### src/rtl/instr_prefetch_queue.sv
// Fetch-stage prefetch queue: sequential req/gnt fetch, in-order responses buffered for decode.
// Optional misaligned-redirect fault handling is enabled by defining PFQ_MISALIGN_CHK_EN.
module instr_prefetch_queue #(
   parameter int unsigned DEPTH           = 4,
   parameter int unsigned MAX_OUTSTANDING = 2,
   parameter logic [31:0] RESET_PC        = 32'h0000_0000
) (
   input  logic        clk_i,
   input  logic        rst_n_i,
   output logic        imem_req_o,
   output logic [31:0] imem_addr_o,
   input  logic        imem_gnt_i,
   input  logic        imem_rvalid_i,
   input  logic [31:0] imem_rdata_i,
   input  logic        redirect_i,
   input  logic [31:0] redirect_pc_i,
   output logic        instr_valid_o,
   input  logic        instr_ready_i,
   output logic [31:0] instr_o,
   output logic [31:0] pc_o,
   output logic        instr_misaligned_o
);
   localparam int unsigned PTR_W = (DEPTH > 1) ? $clog2(DEPTH) : 1;
   localparam int unsigned CNT_W = $clog2(DEPTH + 1);
   localparam int unsigned OUT_W = $clog2(MAX_OUTSTANDING + 1);
   localparam int unsigned TAG_W = (MAX_OUTSTANDING > 1) ? $clog2(MAX_OUTSTANDING) : 1;
   localparam int unsigned SUM_W = $clog2(DEPTH + MAX_OUTSTANDING + 1);

   logic [31:0]      fetch_pc_q, fetch_pc_d;
   logic [CNT_W-1:0] count_q, count_d;
   logic [OUT_W-1:0] outst_q, outst_d;
   logic [OUT_W-1:0] discard_q, discard_d;
   logic [PTR_W-1:0] rd_ptr_q, rd_ptr_d;
   logic [PTR_W-1:0] wr_ptr_q, wr_ptr_d;
   logic [TAG_W-1:0] tag_rd_q, tag_rd_d;
   logic [TAG_W-1:0] tag_wr_q, tag_wr_d;
   logic [31:0]      q_instr_q [DEPTH];
   logic [31:0]      q_pc_q    [DEPTH];
   logic [31:0]      tag_pc_q  [MAX_OUTSTANDING];

   logic [SUM_W-1:0] occupancy;
   logic             grant, resp, drop, push, pop;
   logic             fault_active;
   logic [31:0]      redirect_tgt;

`ifdef PFQ_MISALIGN_CHK_EN
   localparam logic [31:0] NOP_INSTR = 32'h0000_0013;

   typedef enum logic {ST_RUN, ST_FAULT} state_e;
   state_e      state_q;
   logic        fault_vld_q;
   logic [31:0] fault_pc_q;

   assign fault_active = (state_q == ST_FAULT);
   assign redirect_tgt = redirect_pc_i;

   always_ff @(posedge clk_i or negedge rst_n_i) begin
      if (!rst_n_i) begin
         state_q     <= ST_RUN;
         fault_vld_q <= 1'b0;
         fault_pc_q  <= '0;
      end else if (redirect_i) begin
         if (redirect_pc_i[1:0] != 2'b00) begin
            state_q     <= ST_FAULT;
            fault_vld_q <= 1'b1;
            fault_pc_q  <= redirect_pc_i;
         end else begin
            state_q     <= ST_RUN;
            fault_vld_q <= 1'b0;
         end
      end else if (fault_active && fault_vld_q && instr_ready_i) begin
         fault_vld_q <= 1'b0;
      end
   end

   assign instr_valid_o      = fault_active ? fault_vld_q : (count_q != '0);
   assign instr_misaligned_o = fault_active && fault_vld_q;
   assign instr_o            = fault_active ? NOP_INSTR : q_instr_q[rd_ptr_q];
   assign pc_o               = fault_active ? fault_pc_q : q_pc_q[rd_ptr_q];
`else
   assign fault_active       = 1'b0;
   assign redirect_tgt       = redirect_pc_i & 32'hFFFF_FFFC;
   assign instr_valid_o      = (count_q != '0);
   assign instr_misaligned_o = 1'b0;
   assign instr_o            = q_instr_q[rd_ptr_q];
   assign pc_o               = q_pc_q[rd_ptr_q];
`endif

   // Occupancy counts in-flight requests too, so the queue can always absorb every response.
   assign occupancy   = SUM_W'(count_q) + SUM_W'(outst_q);
   assign imem_req_o  = rst_n_i && !redirect_i && !fault_active
                        && (occupancy < SUM_W'(DEPTH))
                        && (outst_q < OUT_W'(MAX_OUTSTANDING));
   assign imem_addr_o = fetch_pc_q;

   assign grant = imem_req_o && imem_gnt_i;
   assign resp  = imem_rvalid_i && (outst_q != '0);
   assign drop  = resp && (discard_q != '0);
   assign push  = resp && !drop && !redirect_i;
   assign pop   = !fault_active && (count_q != '0) && instr_ready_i;

   always_comb begin
      fetch_pc_d = fetch_pc_q;
      rd_ptr_d   = rd_ptr_q;
      wr_ptr_d   = wr_ptr_q;
      tag_rd_d   = tag_rd_q;
      tag_wr_d   = tag_wr_q;

      if (grant) begin
         fetch_pc_d = fetch_pc_q + 32'd4;
         tag_wr_d   = (tag_wr_q == TAG_W'(MAX_OUTSTANDING - 1)) ? '0 : tag_wr_q + 1'b1;
      end
      if (resp) begin
         tag_rd_d = (tag_rd_q == TAG_W'(MAX_OUTSTANDING - 1)) ? '0 : tag_rd_q + 1'b1;
      end
      if (push) wr_ptr_d = wr_ptr_q + 1'b1;
      if (pop)  rd_ptr_d = rd_ptr_q + 1'b1;

      outst_d   = outst_q + OUT_W'(grant) - OUT_W'(resp);
      count_d   = count_q + CNT_W'(push) - CNT_W'(pop);
      discard_d = discard_q - OUT_W'(drop);

      // Everything still in flight after this cycle's accounting returns stale data.
      if (redirect_i) begin
         fetch_pc_d = redirect_tgt;
         count_d    = '0;
         rd_ptr_d   = '0;
         wr_ptr_d   = '0;
         discard_d  = outst_d;
      end
   end

   always_ff @(posedge clk_i or negedge rst_n_i) begin
      if (!rst_n_i) begin
         fetch_pc_q <= RESET_PC;
         count_q    <= '0;
         outst_q    <= '0;
         discard_q  <= '0;
         rd_ptr_q   <= '0;
         wr_ptr_q   <= '0;
         tag_rd_q   <= '0;
         tag_wr_q   <= '0;
         for (int unsigned i = 0; i < DEPTH; i++) begin
            q_instr_q[PTR_W'(i)] <= '0;
            q_pc_q[PTR_W'(i)]    <= '0;
         end
         for (int unsigned i = 0; i < MAX_OUTSTANDING; i++) begin
            tag_pc_q[TAG_W'(i)] <= '0;
         end
      end else begin
         fetch_pc_q <= fetch_pc_d;
         count_q    <= count_d;
         outst_q    <= outst_d;
         discard_q  <= discard_d;
         rd_ptr_q   <= rd_ptr_d;
         wr_ptr_q   <= wr_ptr_d;
         tag_rd_q   <= tag_rd_d;
         tag_wr_q   <= tag_wr_d;
         if (push) begin
            q_instr_q[wr_ptr_q] <= imem_rdata_i;
            q_pc_q[wr_ptr_q]    <= tag_pc_q[tag_rd_q];
         end
         if (grant) tag_pc_q[tag_wr_q] <= fetch_pc_q;
      end
   end

   a_count_bound:   assert property (@(posedge clk_i) disable iff (!rst_n_i) count_q <= CNT_W'(DEPTH));
   a_outst_bound:   assert property (@(posedge clk_i) disable iff (!rst_n_i) outst_q <= OUT_W'(MAX_OUTSTANDING));
   a_discard_bound: assert property (@(posedge clk_i) disable iff (!rst_n_i) discard_q <= outst_q);
   a_no_overflow:   assert property (@(posedge clk_i) disable iff (!rst_n_i)
                                     !(push && !pop && (count_q == CNT_W'(DEPTH))));

endmodule
### config.mk
export PLATFORM = sky130hd
export DESIGN_NAME = instr_prefetch_queue
export DESIGN_NICKNAME = d
export VERILOG_FILES = /design/src/rtl/instr_prefetch_queue.sv
export SDC_FILE = /design/constraint.sdc
export NUM_CORES = 1
export LEC_CHECK = 0
export CORE_ASPECT_RATIO = 1.4
export CORE_MARGIN = 2
export CORE_UTILIZATION = 57
export DETAILED_ROUTE_END_ITERATION = 8
export PLACE_DENSITY = 0.8
export REMOVE_ABC_BUFFERS = 1
export SYNTH_ARGS = -nofsm -noshare
export SYNTH_HDL_FRONTEND = slang
export SYNTH_SLANG_ARGS = --single-unit
### constraint.sdc
create_clock -name clk_i -period 3.5 [get_ports clk_i]
set_input_delay 0.7 -clock clk_i [delete_from_list [all_inputs] [get_ports clk_i]]
set_output_delay 0.7 -clock clk_i [all_outputs]
set_load 0.01 [all_outputs]
Word level (Yosys, flattened, before mapping)
Cells that the tools add are included.
{ "word_totals": {"register_bits": 365, "out_inout_bits": 99, "elab_cells": 86} }
{ "classes": {"addsub": 11, "order_cmp": 8, "mux": 26, "n_bitwise": 4, "n_reduce_logical": 19} }
{ "op_table": {"columns": ["operator", "n"], "rows": [
  ["two-way mux 32 bit", 11],
  ["bitwise mux 128 bit", 2],
  ["binary-select mux 32 bit (select 2 bit)", 2],
  ["bitwise mux 64 bit", 1],
  ["demux 32 bit (select 2 bit)", 1],
  ["adder 32 x 3 -> 32 bit, second input constant", 1],
  ["demux 32 bit (select 1 bit)", 1],
  ["logical AND 1 bit", 11],
  ["two-way mux 2 bit", 5],
  ["nonzero test 2 bit", 5],
  [">= comparator 3 bit, second input constant", 2],
  ["NOT 2 -> 3 bit", 2],
  ["adder 2 x 1 -> 2 bit, second input constant", 2],
  [">= comparator 2 bit, second input constant", 2],
  ["NOT 1 -> 2 bit", 2],
  ["subtractor 2 x 1 -> 2 bit", 2],
  ["adder 3 x 1 -> 3 bit", 1],
  ["adder 3 x 2 -> 3 bit", 1],
  ["less-than comparator 3 x 1 -> 1 bit, second input constant", 1],
  ["less-than comparator 3 bit, second input constant", 1],
  ["two-way mux 3 bit", 1],
  ["nonzero test 3 bit", 1],
  ["subtractor 3 x 1 -> 3 bit", 1],
  ["adder 1 bit, second input constant", 2],
  ["5 further kinds", 7]
]} }

Logic depth before layout (Yosys ltp)
{ "depth": {"word_depth": 9, "ltp_mapped": 14, "depth_no_buf": 12} }

Least setup slack after synthesis
Ideal clock, no wire load.
{ "synth_path": {"path_type": "register to register", "from": "register count_q[1]", "to": "register discard_q[1]", "setup_ns": 0.135, "arrival_time_ns": 2.506, "required_ns": 3.365, "slack_ns": 0.859, "stages_incl_launch_ff": 15, "n_path_buf": 2, "cell_sequence": "dfrtp_1 > ha_1 > a31oi_4 > xnor2_2 > nor2_4 > inv_2 > buf_6 > buf_6 > ha_1 > inv_1 > ha_1 > xnor2_1 > xnor2_1 > nand2_1 > o21ai_0"} }
{ "synth_via": {"elab_chain_cells": 8} }
{ "synth_rtl": {"columns": ["element", "line_no", "source"], "rows": [
  ["start, declared", "30", "logic [CNT_W-1:0] count_q, count_d;"],
  ["start signal, assigned", "152", "count_q <= count_d;"],
  ["adder 3 x 2 -> 3 bit", "90", "assign occupancy = SUM_W'(count_q) + SUM_W'(outst_q);"],
  ["less-than comparator 3 bit", "92", "&& (occupancy < SUM_W'(DEPTH))"],
  ["logical AND 1 bit", "92", null],
  ["logical AND 1 bit", "93", "&& (outst_q < OUT_W'(MAX_OUTSTANDING));"],
  ["logical AND 1 bit", "96", "assign grant = imem_req_o && imem_gnt_i;"],
  ["adder 2 x 1 -> 2 bit", "119", "outst_d = outst_q + OUT_W'(grant) - OUT_W'(resp);"],
  ["subtractor 2 x 1 -> 2 bit", "119", null],
  ["via outst_d[1]", "31", "logic [OUT_W-1:0] outst_q, outst_d;"],
  ["two-way mux 2 bit", "124", "if (redirect_i) begin"],
  ["via discard_d[1]", "32", "logic [OUT_W-1:0] discard_q, discard_d;"],
  ["end signal, assigned", "154", "discard_q <= discard_d;"],
  ["end, declared", "32", null]
]} }
The timed path passes the listed nets, and every way through them passes these cells.
A chain may end at the register's enable or synchronous reset.

Final worst setup path
{ "layout_path": {"from": "register outst_q[1]", "to": "output imem_req_o"} }
{ "layout_via": {"elab_chain_cells": 4, "elab_cells_between_ends": 5} }
{ "layout_rtl": {"columns": ["element", "line_no", "source"], "rows": [
  ["start, declared", "31", null],
  ["start signal, assigned", "153", "outst_q <= outst_d;"],
  ["adder 3 x 2 -> 3 bit", "90", null],
  ["less-than comparator 3 bit", "92", null],
  ["logical AND 1 bit", "92", null],
  ["logical AND 1 bit *", "93", null],
  ["end, declared", "10", "output logic imem_req_o,"]
]} }
Every way passes the cells marked *; elsewhere a longest branch is shown, timed or not.

==> results.json <==
{
  "synth_edf_count": 0,
  "synth.cell_area_mm2": 0.0156,
  "finalClockSkew_ps": 18.1,
  "die_w_um": 144,
  "die_area_mm2": 0.0288,
  "place_congestion": 0.868,
  "track_usage_pct": 25.9,
  "seqPwrFrac_pct": 42.0,
  "clkLatencyLatePin_ps": 520,
  "clk_pin_slew_ps": 60,
  "worst_pin_slew_ps": 1100,
  "fin_nets": 1421,
  "critPathArrivalTime_ps": 2680,
  "cts_tree": "yes",
  "dp_hpwl_um": 23000,
  "drive_gt1_share_pct": 25.5,
  "grt_pass1_wl_um": 58100,
  "drt_iter0_drc": 641,
  "grt_pass1_vias": 10890,
  "internal_power_uw": 9770,
  "htreeDepth": 2,
  "start_util_pct": 58.0,
  "synth_top_area_cell": "dfrtp_1",
  "drcViolationCount": 0,
  "syn_avg_cell_area_um2": 13.2,
  "grt_overflow": 0,
  "combPwrFrac_pct": 31.1,
  "setup_violations": 0,
  "cts.path.max_buffers": 3,
  "rows": 71,
  "mostFrequentLayoutCells": "348 x dfrtp_1, 178 x mux2_2, 169 x nand2_1",
  "leakage_uw": 0.00840,
  "yosys-top-cells-area": "dfrtp_1 56%, mux2_2 13%, mux4_2 8.9%",
  "wl_um": 35300,
  "utilization_pct": 69.9,
  "p_per_area_mw_per_mm2": 738,
  "clkPwrFrac_pct": 26.9,
  "yosys.area.top_type_share_pct": 56.3,
  "timing.hold.ws_ps": 23.7,
  "hold_class": "in -> async",
  "core_area_mm2": 0.0269,
  "setup_tns_ps": 0,
  "crit_fanout": 7,
  "dr.pass1.iters": 4,
  "power.total_uw": 13900,
  "clock_sinks": 351,
  "fmax_ghz": 0.296,
  "synth.distinct_cells": 60,
  "synthArstFlopShare_pct": 100,
  "ys_seq_area_share_pct": 56.3,
  "cts-resized-gates": 0,
  "ys_ff_latch": 351,
  "ir_drop_uv": 391,
  "insertedDiodeCount": 0,
  "sw_frac_of_total_pct": 29.6,
  "wl_per_cell_um": 20.5,
  "numPortBuffers": 161,
  "endpoint_kind": "output pin",
  "io_pins": 169,
  "yosys_warnings": 0,
  "max_cap_viol_count": 0,
  "num_vias": 10126,
  "ant_nets": 0,
  "syn2layout_area_growth_pct": 20.4,
  "finalCriticalPeriod_ps": 3380,
  "slew_violations": 0,
  "cts_made_buffers": 35,
  "outcome": "finished, final reports clean",
  "relSlewSlack_pct": 26.6,
  "path_class": "reg -> out",
  "synthFlopType": "dfrtp_1",
  "antenna_found_initial": 0,
  "clockRootBuffer": "clkbuf_16",
  "final_common_cell": "dfrtp_1",
  "p_sw_uw": 4110,
  "ctsHoldBuffers": 0,
  "via_per_inst": 5.87,
  "synth_cells": 1187,
  "grt_max_degree": 86,
  "cp-start-kind": "flop",
  "critPathRequiredTime_ps": 2800,
  "die_y_um": 200,
  "finalHoldViolCount": 0,
  "rsz0062_at_grt": "no",
  "min_period_over_period_pct": 96.6
}
timing repair:
action | 4_1_cts | 5_1_grt
setup endpoints to repair | 0 | 1
setup buffers | 0 | 2
endpoints found under the hold margin | 0 | 0
synth_stat cells, drive strengths merged, types with 11 or more instances:
cell type	n
mux2i	32
o311ai	25
nand4	11
ha	11
clkbuf	32
nor2	17
o21ai	136
inv	14
nand2	173
buf	53
mux2	190
dfrtp	351
mux4	62
path summary, 6_finish.rpt:
path	end	startpoint	depth (start not counted)	slack, ps
min in group clk_i	q_pc_q[119]	q_pc_q[119]	2	480
worst min-delay path	imem_addr_o[4]	rst_n_i	1	20
max in group asynchronous	q_instr_q[97]	rst_n_i	3	1660
worst min register to register	q_pc_q[119]	q_pc_q[119]	2	480
worst max register to register	discard_q[1]	outst_q[1]	12	700
worst max-delay path	imem_req_o	outst_q[1]	6	120
layer usage:
| metal | global-route usage (%) | routed length [µm] |
|---|---|---|
| met1 | 33.4 | 14300 |
| met2 | 44.9 | 18400 |
| met3 | 3.63 | 1560 |
| met4 | 9.26 | 1040 |
| met5 | 0 | 0 |
sequential cells by signal, summed over array words and instances, names as in the netlist:
name,cells
tag_rd_q,1
imem_addr_o,30
q_instr_q,128
rd_ptr_q,2
discard_q,2
outst_q,2
tag_pc_q,60
count_q,3
tag_wr_q,1
wr_ptr_q,2
q_pc_q,120
per-stage QoR:
stage	worst slack, ps	cells	instance area, µm²
floorplan	-414	1106	15200
global placement	432	1665	17700
detailed placement	388	1665	17700
CTS	72.4	1722	18800
global route	65.4	1724	18800
finish	120	1724	18800
cells by family after synthesis:
family                   synth area share (%)
XOR/XNOR                                0.994
AND/OR/NAND/NOR                          7.16
buffers and inverters                    2.91
adder cells (fa/ha/maj)                  1.01
flip-flops                               56.2
other                                  0.0240
AO/OA/AOI/OAI                            6.96
multiplexers                             24.7
layout make-up:
class / count / area (µm²)
flip-flops and latches: 351 / 8790
fillers: 1866 / 8110
multi-input cells: 741 / 6420
repair buffers: 196 / 1950
clock buffers: 49 / 1010
well taps: 365 / 457
clock inverters: 8 / 119
inverters: 14 / 52.6
power by group through the flow:
stage | logic [µW] | clock network (µW) | registers (µW)
after global placement | 4210 | 0 | 5810
after global routing | 4700 | 3960 | 5960
after detailed placement | 4320 | 0 | 5890
after CTS | 4360 | 3800 | 5830
final | 4320 | 3740 | 5830
after floorplan | 2500 | 0 | 5750
critical path, cell delays in order (launching register included):
cell and delay, ps:
dfrtp_1 460, ha_1 350, a31oi_4 280, xor2_2 220, nand2_1 110, nor3_1 180, clkdlybuf4s50_1 580
Power figures use the tool's default switching activity.
